--- src/rtl/cpu_types_pkg.sv ---
// Shared CPU types: RAM word, RAM handshake state and the arbiter grant state.
package cpu_types_pkg;

   typedef logic [31:0] word_t;

   typedef enum logic [1:0] {
      FREE   = 2'd0,
      BUSY   = 2'd1,
      ACCESS = 2'd2,
      ERROR  = 2'd3
   } ramstate_t;

   typedef enum logic [1:0] {
      IDLE  = 2'd0,
      GNT_I = 2'd1,
      GNT_D = 2'd2
   } arb_state_t;

endpackage

--- src/rtl/arb_picker.sv ---
// Next-grant selection: data wins unless fetch has been starved STARVE_MAX times.
module arb_picker
   import cpu_types_pkg::*;
#(
   parameter int STARVE_MAX = 4,
   parameter int SW         = 3
) (
   input  logic          iREN,
   input  logic          dREN,
   input  logic          dWEN,
   input  logic [SW-1:0] starve_cnt,
   output arb_state_t    pick
);

   // pick the requester to grant from IDLE
   always_comb begin
      pick = IDLE;
      if ((dREN | dWEN) && ((starve_cnt < SW'(STARVE_MAX)) || !iREN))
         pick = GNT_D;
      else if (iREN)
         pick = GNT_I;
   end

endmodule

--- src/rtl/mem_arbiter.sv ---
// Shares one RAM port between instruction fetch and data access.
// Grants are registered and held until ACCESS, ERROR, timeout or withdrawal.
module mem_arbiter
   import cpu_types_pkg::*;
#(
   parameter int STARVE_MAX = 4,
   parameter int TIMEOUT    = 255
) (
   input  logic      CLK,
   input  logic      nRST,
   input  logic      iREN,
   input  word_t     iaddr,
   output logic      iwait,
   output word_t     iload,
   input  logic      dREN,
   input  logic      dWEN,
   input  word_t     daddr,
   input  word_t     dstore,
   output logic      dwait,
   output word_t     dload,
   output logic      ramREN,
   output logic      ramWEN,
   output word_t     ramaddr,
   output word_t     ramstore,
   input  word_t     ramload,
   input  ramstate_t ramstate,
   output logic      busy,
   output logic      err
);

   localparam int TW = ($clog2(TIMEOUT + 1) < 8) ? 8 : $clog2(TIMEOUT + 1);
   localparam int SW = ($clog2(STARVE_MAX + 1) < 1) ? 1 : $clog2(STARVE_MAX + 1);

   arb_state_t    state, state_n, pick;
   logic [SW-1:0] starve_cnt, starve_n;
   logic [TW-1:0] tmo_cnt, tmo_n;
   logic          err_n;
   logic          i_done, d_done;
   logic          g_act;

   arb_picker #(.STARVE_MAX(STARVE_MAX), .SW(SW)) u_picker (
      .iREN       (iREN),
      .dREN       (dREN),
      .dWEN       (dWEN),
      .starve_cnt (starve_cnt),
      .pick       (pick)
   );

   // granted requester still asking for the port
   assign g_act = (state == GNT_I) ? iREN : (dREN | dWEN);

   // next state, counters, completion and error detection
   always_comb begin
      state_n  = state;
      starve_n = starve_cnt;
      tmo_n    = tmo_cnt;
      err_n    = 1'b0;
      i_done   = 1'b0;
      d_done   = 1'b0;
      case (state)
         IDLE: begin
            state_n = pick;
            tmo_n   = '0;
            if (pick == GNT_D) begin
               err_n = dREN & dWEN;
               if (!iREN)
                  starve_n = '0;
               else if (starve_cnt != SW'(STARVE_MAX))
                  starve_n = starve_cnt + SW'(1);
            end else if (pick == GNT_I) begin
               starve_n = '0;
            end
         end
         GNT_I, GNT_D: begin
            if (!g_act) begin
               state_n = IDLE;
            end else if (ramstate == ACCESS) begin
               state_n = IDLE;
               i_done  = (state == GNT_I);
               d_done  = (state == GNT_D);
            end else if (ramstate == ERROR || tmo_cnt == TW'(TIMEOUT)) begin
               state_n = IDLE;
               err_n   = 1'b1;
            end else begin
               tmo_n = tmo_cnt + TW'(1);
            end
         end
         default: state_n = IDLE;
      endcase
   end

   // state and counter registers
   always_ff @(posedge CLK or negedge nRST) begin
      if (!nRST) begin
         state      <= IDLE;
         starve_cnt <= '0;
         tmo_cnt    <= '0;
         err        <= 1'b0;
      end else begin
         state      <= state_n;
         starve_cnt <= starve_n;
         tmo_cnt    <= tmo_n;
         err        <= err_n;
      end
   end

   // RAM port driven from the live inputs of the granted requester
   always_comb begin
      ramREN   = 1'b0;
      ramWEN   = 1'b0;
      ramaddr  = '0;
      ramstore = '0;
      case (state)
         GNT_I: begin
            ramREN  = iREN;
            ramaddr = iaddr;
         end
         GNT_D: begin
            ramREN   = dREN & ~dWEN;
            ramWEN   = dWEN;
            ramaddr  = daddr;
            ramstore = dstore;
         end
         default: ;
      endcase
   end

   assign iwait = ~i_done;
   assign dwait = ~d_done;
   assign iload = i_done ? ramload : '0;
   assign dload = d_done ? ramload : '0;
   assign busy  = (state != IDLE);

endmodule

--- config.mk ---
export PLATFORM = sky130hd
export DESIGN_NAME = mem_arbiter
export DESIGN_NICKNAME = d
export VERILOG_FILES = /design/src/rtl/cpu_types_pkg.sv /design/src/rtl/arb_picker.sv /design/src/rtl/mem_arbiter.sv
export SDC_FILE = /design/constraint.sdc
export NUM_CORES = 1
export LEC_CHECK = 0
export CAP_MARGIN = 30
export CELL_PAD_IN_SITES_DETAIL_PLACEMENT = 2
export CELL_PAD_IN_SITES_GLOBAL_PLACEMENT = 2
export CORE_AREA = 3 3 103 105
export CTS_CLUSTER_DIAMETER = 100
export CTS_CLUSTER_SIZE = 10
export DETAILED_ROUTE_END_ITERATION = 10
export DIE_AREA = 0 0 106 108
export DONT_BUFFER_PORTS = 1
export PLACE_DENSITY = 0.64
export SYNTH_ARGS = -nofsm -noshare
export SYNTH_HDL_FRONTEND = slang
export SYNTH_SLANG_ARGS = --single-unit
--- constraint.sdc ---
create_clock -name CLK -period 2.6 [get_ports CLK]
set_input_delay 0 -clock CLK [delete_from_list [all_inputs] [get_ports CLK]]
set_output_delay 0 -clock CLK [all_outputs]
set_load 0.03 [all_outputs]
==> out/metrics.yaml <==
synthesis:
  synth_area_um2: 2123
  postSynth.asyncResetShare_pct: 100.0
  post-synth-top-area-fraction_pct: 21.80
  ys_seq_elements: 14
  synth_edf_count: 0
  yosys.area.top_type: "and2_1"
  synth.distinct_cells: 34
  synthCells: 277
  ys_seq_area_share_pct: 16.50
  synth.net_count: 419
  synth_area_leaders: "and2_1 (22%), dfrtp_1 (16%), a22oi_1 (11%)"
  yosys_warnings: 0
  avgSynthCellArea_um2: 7.665
  synth_top_flop_cell: "dfrtp_1"
floorplanning:
  start_util_pct: 21.82
  fp-row-count: 36
  dieArea_um2: 11450
  die_y_um: 108
  ioPinCount: 269
  die_w_um: 106
  fp.coreArea_um2: 9729
power_and_ir_drop:
  finalPower_mw: 2.430
  ir_worst_vdd_uv: 356.3
  p_leak_nw: 1.257
  power.density_nw_per_um2: 854.2
finish:
  nets: 478
  finalNonFillerCells: 468
  syn2layout_area_growth_pct: 34.00
  final_core_util_pct: 29.24
  final_area_um2: 2845
  fillers: 1133
  drive_gt1_share_pct: 32.24
  antenna-diode-count: 0
global_route:
  grt_max_degree: 37
  grt_pass1_wl_mm: 13.94
  grtUsageTotal_pct: 15.05
  grt_pass1_vias: 2342
  antenna_found_initial: 0
  overflow: 0
drt:
  drt_iter0_drc: 117
  dr.pass1.iters: 4
  wl_mm: 9.914
  vias: 2330
  drc_errors: 0
  antenna_left: 0
  drt-wirelength-per-cell_um: 21.18
  viasPerCell: 4.979
setup_path:
  crit_arrival_ns: 2.34
  r2r_start: "state[1]"
  crit_required_ns: 2.60
  reg2reg_to: "tmo_cnt[6]"
  reg2regPathDepth: 6
  crit_type: "reg2out"
  worstSetupEndpointType: "output pin"
  crit_path_start_kind: "flop"
  ff2ff_setup_slack_ns: 0.53
  cp_max_fo: 33
cts:
  cts_root_buf: "clkbuf_8"
  clockBufferDepth: 2
  clock_sinks: 14
  clk_pin_slew_ns: 0.06
  cts_tree: "yes"
  htreeDepth: 1
  numCtsBuffers: 3
  clk_latency_ns: 0.24
sta:
  fin_crit_sh_pct: 89.87
  min_period_ns: 2.336
  finClkSkew_ns: 0.0004322
  fmax_mhz: 428.0
  finalSetupViolations: 0
  hold_ws_ns: 0.006512
  fin_tns_setup_ns: 0
  maxSlewHeadroom_pct: 54.63
  hold_viol_final: 0
  grt_setup_unrepaired: "false"
  worstMarginPinSlew_ns: 0.6783
  setup_ws_ns: 0.2635
  drv_slew: 0
place:
  dpl_cell_area_um2: 2750
  place_ws_ns: 0.5006
  dp_hpwl_mm: 8.458
  gp_congestion: 0.7518
  dp_cells: 460
  numPortBuffers: 0
run_status:
  status: "complete, no violations"
hold_path:
  holdPathEnd: "err"
  min_path_cells: 3
  hold_path.class: "in2reg"
  hp-start: "ramstate[1]"
job:
  cap_violations: 0
## critical path, stage by stage, from the launching register on
cell,delay (ns)
dfrtp_1,0.40
inv_1,0.08
ha_1,0.22
or3_1,0.41
and3_1,0.28
and3_4,0.31
and2_1,0.23
buf_12,0.14
## synthesized netlist by cell type (2+ instances only)
master,instances
xor2_1,2
buf_1,2
ha_1,7
nor2_1,5
buf_6,5
nor2b_1,33
a22o_1,4
clkbuf_1,15
and3_1,2
inv_1,8
nand4_1,2
a22oi_1,32
o31ai_1,4
nand2_1,10
mux2_2,2
a221o_1,2
and2_1,74
nand3_1,8
and2_4,26
dfrtp_1,14
nor4_1,4
a311o_1,2
o21ai_0,3
## metal layers
metal | part of all wire (%) | global-route usage (%) | up-vias | wire length, µm
met3 | 7.5 | 3.761 | 5 | 748
li1 | - | - | 1059 | -
met4 | 0.66 | 1.665 | 0 | 65
met5 | 0 | 0 | - | 0
met2 | 54 | 27.78 | 112 | 5309
met1 | 38 | 18.23 | 1154 | 3790
## registers in the layout, indices dropped and copies added, names as in the netlist
register / flops
state: 2
err: 1
tmo_cnt: 8
starve_cnt: 3
## power by group
| group | internal (mW) | total [mW] | switching (mW) |
|---|---|---|---|
| clock network | 0.134 | 0.209 | 0.0752 |
| logic | 0.606 | 1.91 | 1.31 |
| registers | 0.261 | 0.311 | 0.0497 |
## area by class of cell
class,instances,area [µm²],share of cell area [%]
Multi-Input combinational cell,233,1625,57.12
Timing Repair Buffer,76,618.1,21.72
Sequential cell,14,350.3,12.31
Tap cell,133,166.4,5.849
Clock buffer,4,55.05,1.935
Inverter,8,30.03,1.055
## cell families (layout without fill, tap and decap cells)
| logic type | count (synthesis) | in the layout | synth area share (%) |
|---|---|---|---|
| XOR/XNOR | 2 | 2 | 0.8251 |
| AND/OR/NAND/NOR | 169 | 169 | 50.91 |
| AO/OA/AOI/OAI | 53 | 53 | 19.50 |
| flip-flops | 14 | 14 | 16.50 |
| adder cells (fa/ha/maj) | 7 | 7 | 4.125 |
| multiplexers | 2 | 2 | 1.061 |
| buffers and inverters | 30 | 88 | 7.071 |
## timing repair
action,CTS,global route
gates resized for setup,0,0
setup endpoints to repair,0,0
hold buffers,4,0
hold endpoints to repair,17,0
buffers inserted,0,0
## worst max path at each step
stage	end	from	slack (ns)	cells after the start
2_1_floorplan	dload[11]	state[1]	0.64	9
3_3_place_gp	iload[7]	state[0]	0.63	7
3_5_place_dp	dload[11]	state[1]	0.50	7
4_1_cts	dload[11]	state[1]	0.23	7
5_1_grt	iload[7]	state[1]	0.11	7
6_report	dload[11]	state[1]	0.26	7
## cells in the final DEF (no fill, tap or decap), types with 6 or more instances in the layout
| cell | n |
|---|---|
| and2_1 | 74 |
| nand2_1 | 10 |
| a22oi_1 | 32 |
| and2_4 | 26 |
| nand3_1 | 8 |
| inv_1 | 8 |
| ha_1 | 6 |
| nor2b_1 | 33 |
| buf_4 | 69 |
| dfrtp_1 | 14 |
Note: power is estimated with default switching activity, not from simulation.
